File: src/rtl/logisim_clock_tree_gen.sv
// Multi-channel clock-tree generator: shared prescaler plus
// per-channel high/low tick clocks with run/halt/single-step.
module logisim_clock_tree_gen #(
  parameter int NrOfChannels = 2,
  parameter int NrOfBits     = 32,
  parameter int ReloadValue  = 200000,
  parameter int TickBits     = 4
) (
  input  logic                             FPGA_GlobalClock,
  input  logic                             RST,
  input  logic                             Go,
  input  logic [1:0]                       Mode,
  input  logic [NrOfChannels*TickBits-1:0] HighTicks,
  input  logic [NrOfChannels*TickBits-1:0] LowTicks,
  output logic [NrOfChannels-1:0]          ClkOut,
  output logic [NrOfChannels-1:0]          RiseTick,
  output logic [NrOfChannels-1:0]          FallTick,
  output logic                             FPGA_Tick,
  output logic                             Busy
);

  localparam logic [NrOfBits-1:0] Reload =
    NrOfBits'(ReloadValue - 1);

  typedef enum logic {
    LOW  = 1'b0,
    HIGH = 1'b1
  } phase_t;

  logic                    run_mode;
  logic                    step_mode;
  logic                    en;
  logic [NrOfBits-1:0]     pre_cnt;
  logic                    go_s1;
  logic                    go_s2;
  logic                    go_s3;
  logic                    go_rise;
  logic [NrOfChannels-1:0] fall_nxt;

  assign run_mode  = (Mode == 2'b01);
  assign step_mode = (Mode == 2'b10);
  assign en        = FPGA_Tick & (run_mode | (step_mode & Busy));
  assign go_rise   = go_s2 & ~go_s3;

  // Prescaler: free-running down-counter, one-cycle tick on wrap.
  always_ff @(posedge FPGA_GlobalClock or posedge RST) begin
    if (RST) begin
      pre_cnt   <= Reload;
      FPGA_Tick <= 1'b0;
    end else if (pre_cnt == '0) begin
      pre_cnt   <= Reload;
      FPGA_Tick <= 1'b1;
    end else begin
      pre_cnt   <= pre_cnt - 1'b1;
      FPGA_Tick <= 1'b0;
    end
  end

  // Go synchroniser plus history flop for rising-edge detection.
  always_ff @(posedge FPGA_GlobalClock or posedge RST) begin
    if (RST) begin
      go_s1 <= 1'b0;
      go_s2 <= 1'b0;
      go_s3 <= 1'b0;
    end else begin
      go_s1 <= Go;
      go_s2 <= go_s1;
      go_s3 <= go_s2;
    end
  end

  // Step tracking; the final falling edge of channel 0 ends it,
  // and a Go edge arriving on that same edge is dropped.
  always_ff @(posedge FPGA_GlobalClock or posedge RST) begin
    if (RST) begin
      Busy <= 1'b0;
    end else if (!step_mode) begin
      Busy <= 1'b0;
    end else if (Busy) begin
      if (fall_nxt[0]) Busy <= 1'b0;
    end else if (go_rise) begin
      Busy <= 1'b1;
    end
  end

  function automatic logic [TickBits-1:0] load_val(
    input logic [TickBits-1:0] n
  );
    return (n == '0) ? '0 : n - 1'b1;
  endfunction

  for (genvar i = 0; i < NrOfChannels; i++) begin : g_ch
    phase_t              phase;
    logic [TickBits-1:0] cnt;
    logic [TickBits-1:0] hi_n;
    logic [TickBits-1:0] lo_n;
    logic                wrap;
    logic                rise_q;
    logic                fall_q;

    assign hi_n        = HighTicks[i*TickBits +: TickBits];
    assign lo_n        = LowTicks[i*TickBits +: TickBits];
    assign wrap        = en && (cnt == '0);
    assign fall_nxt[i] = wrap && (phase == HIGH);
    assign ClkOut[i]   = (phase == HIGH);
    assign RiseTick[i] = rise_q;
    assign FallTick[i] = fall_q;

    // Phase FSM: count down enabled ticks, toggle and reload at 0.
    always_ff @(posedge FPGA_GlobalClock or posedge RST) begin
      if (RST) begin
        phase  <= LOW;
        cnt    <= '0;
        rise_q <= 1'b0;
        fall_q <= 1'b0;
      end else begin
        rise_q <= 1'b0;
        fall_q <= 1'b0;
        if (en) begin
          if (cnt != '0) begin
            cnt <= cnt - 1'b1;
          end else if (phase == LOW) begin
            phase  <= HIGH;
            rise_q <= 1'b1;
            cnt    <= load_val(hi_n);
          end else begin
            phase  <= LOW;
            fall_q <= 1'b1;
            cnt    <= load_val(lo_n);
          end
        end
      end
    end
  end

endmodule

File: config.mk
export PLATFORM = sky130hd
export DESIGN_NAME = logisim_clock_tree_gen
export DESIGN_NICKNAME = d
export VERILOG_FILES = /design/src/rtl/logisim_clock_tree_gen.sv
export SDC_FILE = /design/constraint.sdc
export NUM_CORES = 1
export LEC_CHECK = 0
export ABC_AREA = 0
export CAP_MARGIN = 20
export CORE_UTILIZATION = 59
export CTS_BUF_LIST = sky130_fd_sc_hd__clkbuf_8
export DETAILED_ROUTE_END_ITERATION = 10
export GPL_TIMING_DRIVEN = 0
export HOLD_SLACK_MARGIN = 0.05
export PLACE_DENSITY = 0.85
export SYNTH_ARGS = -nofsm -noshare
export SYNTH_HDL_FRONTEND = slang
export SYNTH_SLANG_ARGS = --single-unit
File: constraint.sdc
create_clock -name FPGA_GlobalClock -period 2.9 [get_ports FPGA_GlobalClock]
set_input_delay 0.58 -clock FPGA_GlobalClock [delete_from_list [all_inputs] [get_ports FPGA_GlobalClock]]
set_output_delay 0.58 -clock FPGA_GlobalClock [all_outputs]
set_load 0.1 [all_outputs]
# Yosys cells after proc, flatten, opt, wreduce, memory -nomap -nowiden

Cells that the tools add are included.

Multiply operators: 0
Equality and inequality tests: 2
Reductions and logical operators: 12
Shift-type cells: 0
Order comparisons: 0
Divide/modulo/power cells: 0
Mux-type cells: 26
Bitwise operators: 7
Add/subtract/negate cells: 7

Operator list:

| operator                                                              | count |
|---|---|
| 32-bit zero test                                                      | 1 |
| 32-bit two-way mux                                                    | 1 |
| 4-bit two-way mux                                                     | 8 |
| 32-bit by 1-bit subtractor with 32-bit output, second input constant  | 1 |
| 4-bit by 1-bit subtractor with 4-bit output, second input constant    | 6 |
| 4-bit zero test                                                       | 5 |
| 1-bit two-way mux                                                     | 17 |
| 4-bit nonzero test                                                    | 2 |
| 2-bit AND reduction                                                   | 2 |
| 1-bit AND                                                             | 3 |
| 1-bit inverter                                                        | 3 |
| 2-bit by 1-bit equality test with 1-bit output, second input constant | 1 |
| 2-bit equality test, second input constant                            | 1 |
| 1-bit logical AND                                                     | 2 |
| 1-bit OR                                                              | 1 |

Memory bits (writable): 0
Register bits after elaboration: 51
Memories kept: 0
Latch bits: 0
Logic and storage cells: 68
Bits in read-only memories: 0
Bits of input ports: 21

# Depth between registers and ports, before layout

Word-level depth: 9
Depth in mapped cells: 8

# Worst setup path before layout

No wires, ideal clock.

Path kind: flip-flop to flip-flop
Start: register pre_cnt[21]
End: register pre_cnt[31]
Cell stages (with the launch flop): 7
Arrival: 2.143 ns
Setup time: 0.125 ns
Required time: 2.775 ns
Path buffers: 2
Slack: 0.633 ns
Path through: dfrtp_1 or4_1 buf_2 or4_4 buf_6 nor4_2 mux2_2

Longest elaborated chain between the ends: 2
Elaborated cells between the ends (all ways): 3
Classes of those cells: add/sub: 1; mux: 1; reduce/logical: 1

Ends and longest elaborated chain:

| element                                                                           | RTL line | RTL |
|---|---|---|
| start, declared                                                                   | 33       | `logic [NrOfBits-1:0] pre_cnt;` |
| start signal, assigned                                                            | 48       | `pre_cnt <= Reload;` |
| start signal, assigned                                                            | 51       | `pre_cnt <= Reload;` |
| start signal, assigned                                                            | 54       | `pre_cnt <= pre_cnt - 1'b1;` |
| 32-bit by 1-bit subtractor with 32-bit output or 32-bit zero test (tied branches) | 54, 50   |  |
| 32-bit two-way mux *                                                              | 50       | `end else if (pre_cnt == '0) begin` |

Mark *: on every way between the ends. The rest lies on a longest branch, timed or not.
A chain may end at the register's enable or synchronous reset.

# Worst setup path after layout

Start: register pre_cnt[20]
End: register pre_cnt[12]

Longest elaborated chain between the ends: 2

Ends and longest elaborated chain:

| element            | RTL line |
|---|---|
| 32-bit zero test   | 50 |
| 32-bit two-way mux | 50 |

Every way passes these cells.

==> impl_metrics.yaml <==
logic_synthesis:
  async_reset_ff_frac: 1.00
  netlist_instances: 294
  synthTopCellsByArea: "dfrtp_1 36%, dfstp_2 10%, a21oi_1 3.7%, nor2_1 3.3%, o21ai_0 2.9%"
  seq_area_frac_synth: 0.460
  syn_area_mm2: 0.00281
  synth_cell_types: 52
  syn_area_per_cell_um2: 9.55
  syn_nets: 318
  ys.flop_type: "dfrtp_1"
  ys_seq_elements: 51
  synth-edff-count: 0
  synth_top_area_cell: "dfrtp_1"
  synth_top_area_share: 0.357
  yosysWarnings: 0
power:
  swShare: 0.211
  power_frac_comb: 0.063
  irDropWorstVdd_v: 0.000360
  p_sw_uw: 277
  power-per-cell-area_mw_per_mm2: 399
  static-leakage-power_uw: 0.00140
  internal_power_uw: 1030
  seqPwrFrac: 0.548
  p_clk_frac: 0.389
route:
  wl_per_cell_um: 14.7
  via_count: 2360
  drt-total-wl_mm: 5.64
  drtAntennaViolNets: 0
  dr.pass1.iters: 7
  drtIter0Drc: 141
  viasPerCell: 6.16
  drc: 2
placed_design:
  place_hpwl_mm: 4.07
  dp_slack_ns: 0.298
  port_buffers: 28
  gp_congestion: 0.849
  place_area_mm2: 0.00317
run_status:
  status: "finished, violations left"
  violations: "design-rule violations"
sta:
  slew_violations: 0
  grt_setup_unrepaired: "false"
  post-route-period-util: 0.921
  post-route-worst-setup-slack_ns: 0.229
  period_needed_ns: 2.67
  fin_setup_tns_ns: 0
  final-setup-viol-count: 0
  final_hold_viol_count: 0
  fmax_mhz: 374
  worst_slew_pin_slew_ns: 0.973
  skew_ns: 0.00930
  max_slew_margin: 0.350
cells_and_area:
  layout.nets: 354
  fin_area_mm2: 0.00329
  fillerInstances: 336
  multi_input_area_mm2: 0.00137
  area_growth_pct: 17.2
  diodes: 0
  drive_above_1_share: 0.148
  regArea_mm2: 0.00129
clock_tree:
  clock-root-buffer: "clkbuf_8"
  clkTransAtPathRegs_ns: 0.09
  cts_buffers: 5
  cts_sinks: 51
  cts_tree: "built"
  h-tree-depth: 2
  cts-hold-fix-buffers: 0
  cts.path.max_buffers: 2
  cts_resized: 0
  clock_latency_ns: 0.31
  postCtsSetupRepairBufs: 0
worst_setup_path:
  worstPathMaxFanout: 10
  start_kind: "flip-flop"
  critical_path_class: "flip-flop to flip-flop"
  arrival_ns: 2.86
  cp_data_required_time_ns: 3.09
  worst_setup_path_end_kind: "flip-flop"
  reg2reg_depth: 7
hold_path:
  hold_class: "flip-flop to flip-flop"
  holdPathStages: 0
global_route:
  grt_first_pass_wirelength_mm: 9.89
  grt_start_max_net_pins: 35
  grt_pass1_vias: 2197
  grt_use_met2: 0.376
  grt.total_usage: 0.250
  use_met1: 0.361
  grt_antenna_before_repair: 0
  busiest_layer: "met2"
  grt_overflow: 0
  use_met3: 0.0556
floorplan:
  start_util: 0.627
  coreArea_mm2: 0.00447
  die_area_mm2: 0.00504
  num_rows: 24
  die_y_um: 71.0
  top_level_ports: 29
  die-width_um: 71.0
job:
  cap_violations: 0
==> cell usage in the layout, fill, tap and decap left out, types with 3 or more instances in the layout <==
master            n
nor4_1            8
or2_2             5
clkbuf_1          8
nor3_1           14
xor2_1            4
nor4_2            3
ha_1              3
o41ai_1           6
clkbuf_8          6
dfrtp_1          40
nand4_1           4
buf_4             6
nand2_1          16
nor2_1           25
or4b_2            4
dfstp_2          11
mux2_2            3
nor4b_1           3
inv_1            12
o31ai_1          10
or3_1             9
nand3_1           6
or4_1            10
a21oi_1          21
o21ai_0          16
xnor2_1           8
clkdlybuf4s50_1  28
nor3b_1           3
==> sequential cells by signal, summed over array words and instances (netlist names) <==
| name | count |
|---|---|
| Busy | 1 |
| FPGA_Tick | 1 |
| g_ch.cnt | 8 |
| g_ch.fall_q | 2 |
| g_ch.phase | 2 |
| g_ch.rise_q | 2 |
| go_s1 | 1 |
| go_s2 | 1 |
| go_s3 | 1 |
| pre_cnt | 32 |
==> cells in the mapped netlist (2+ instances only) <==
cell type and n:
inv_1 13, nor4b_1 3, nand2_1 16, dfstp_2 11
nor2_1 25, xor2_1 4, nor2b_1 2, xnor2_1 8
ha_1 3, or2_2 5, or3_1 9, nor3b_1 3
or4b_2 4, mux2_2 3, nand2b_1 2, nor4_2 3
clkbuf_1 8, mux2_1 2, o221ai_1 2, a311oi_1 2
o41ai_1 6, buf_4 6, buf_2 2, nor4_1 8
or4_1 10, a21oi_1 21, nor3_1 14, nand4_1 4
nand3b_1 2, o21ai_0 16, o311ai_0 2, dfrtp_1 40
nand3_1 6, o31ai_1 10, a31oi_1 2
==> metal layers <==
metal,vias to the layer above,part of all wire
li1,1167,-
met1,1143,0.49
met2,43,0.46
met3,7,0.034
met4,0,0.014
met5,-,0
==> final timing paths <==
check                       startpoint           to  slack (ns)
setup / recovery           pre_cnt[20]  pre_cnt[12]        0.23
hold / removal                   go_s1        go_s2        0.35
setup reg to reg           pre_cnt[20]  pre_cnt[12]        0.23
hold reg to reg                  go_s1        go_s2        0.35
max in group asynchronous          RST   pre_cnt[5]        1.76
min in group asynchronous          RST  pre_cnt[25]        0.56
==> power by group through the flow <==
stage	Clock, µW	Sequential, µW	Combinational, µW
2_1_floorplan	0	734	30.4
3_3_place_gp	0	731	77.8
3_5_place_dp	0	731	83.6
4_1_cts	521	718	83.7
5_1_grt	544	719	93.8
6_report	510	718	82.7
==> worst max-delay path, stage by stage, from the launching register on <==
cell	delay [ns]
dfrtp_1	0.41
or4_1	0.51
buf_2	0.16
nor4_1	0.44
nand3_1	0.43
inv_2	0.24
buf_2	0.28
nor2_1	0.08
==> area by class of cell <==
class / count / area share
Buffer: 17 / 0.0293
Sequential cell: 51 / 0.392
Timing Repair Buffer: 29 / 0.0913
Clock inverter: 2 / 0.0107
Inverter: 14 / 0.0160
Tap cell: 52 / 0.0198
Clock buffer: 6 / 0.0251
Multi-Input combinational cell: 212 / 0.416
==> cells by family after synthesis <==
kind of cell	synth area share
flip-flops	0.460
XOR/XNOR	0.0374
AND/OR/NAND/NOR	0.263
adder cells (fa/ha/maj)	0.0134
multiplexers	0.0201
AO/OA/AOI/OAI	0.153
buffers and inverters	0.0531
==> through the flow <==
| stage | std cells | hold WS [ns] | utilization | power [µW] |
|---|---|---|---|---|
| 2_1_floorplan | 294 | 0.331 | - | 765 |
| 3_3_place_gp | 374 | 0.333 | 0.704 | 809 |
| 3_5_place_dp | 375 | 0.337 | 0.709 | 815 |
| 4_1_cts | 383 | 0.357 | 0.735 | 1320 |
| 5_1_grt | 383 | 0.360 | 0.735 | 1360 |
| 6_report | 383 | 0.354 | 0.735 | 1310 |
(Power assumes the default switching activity.)
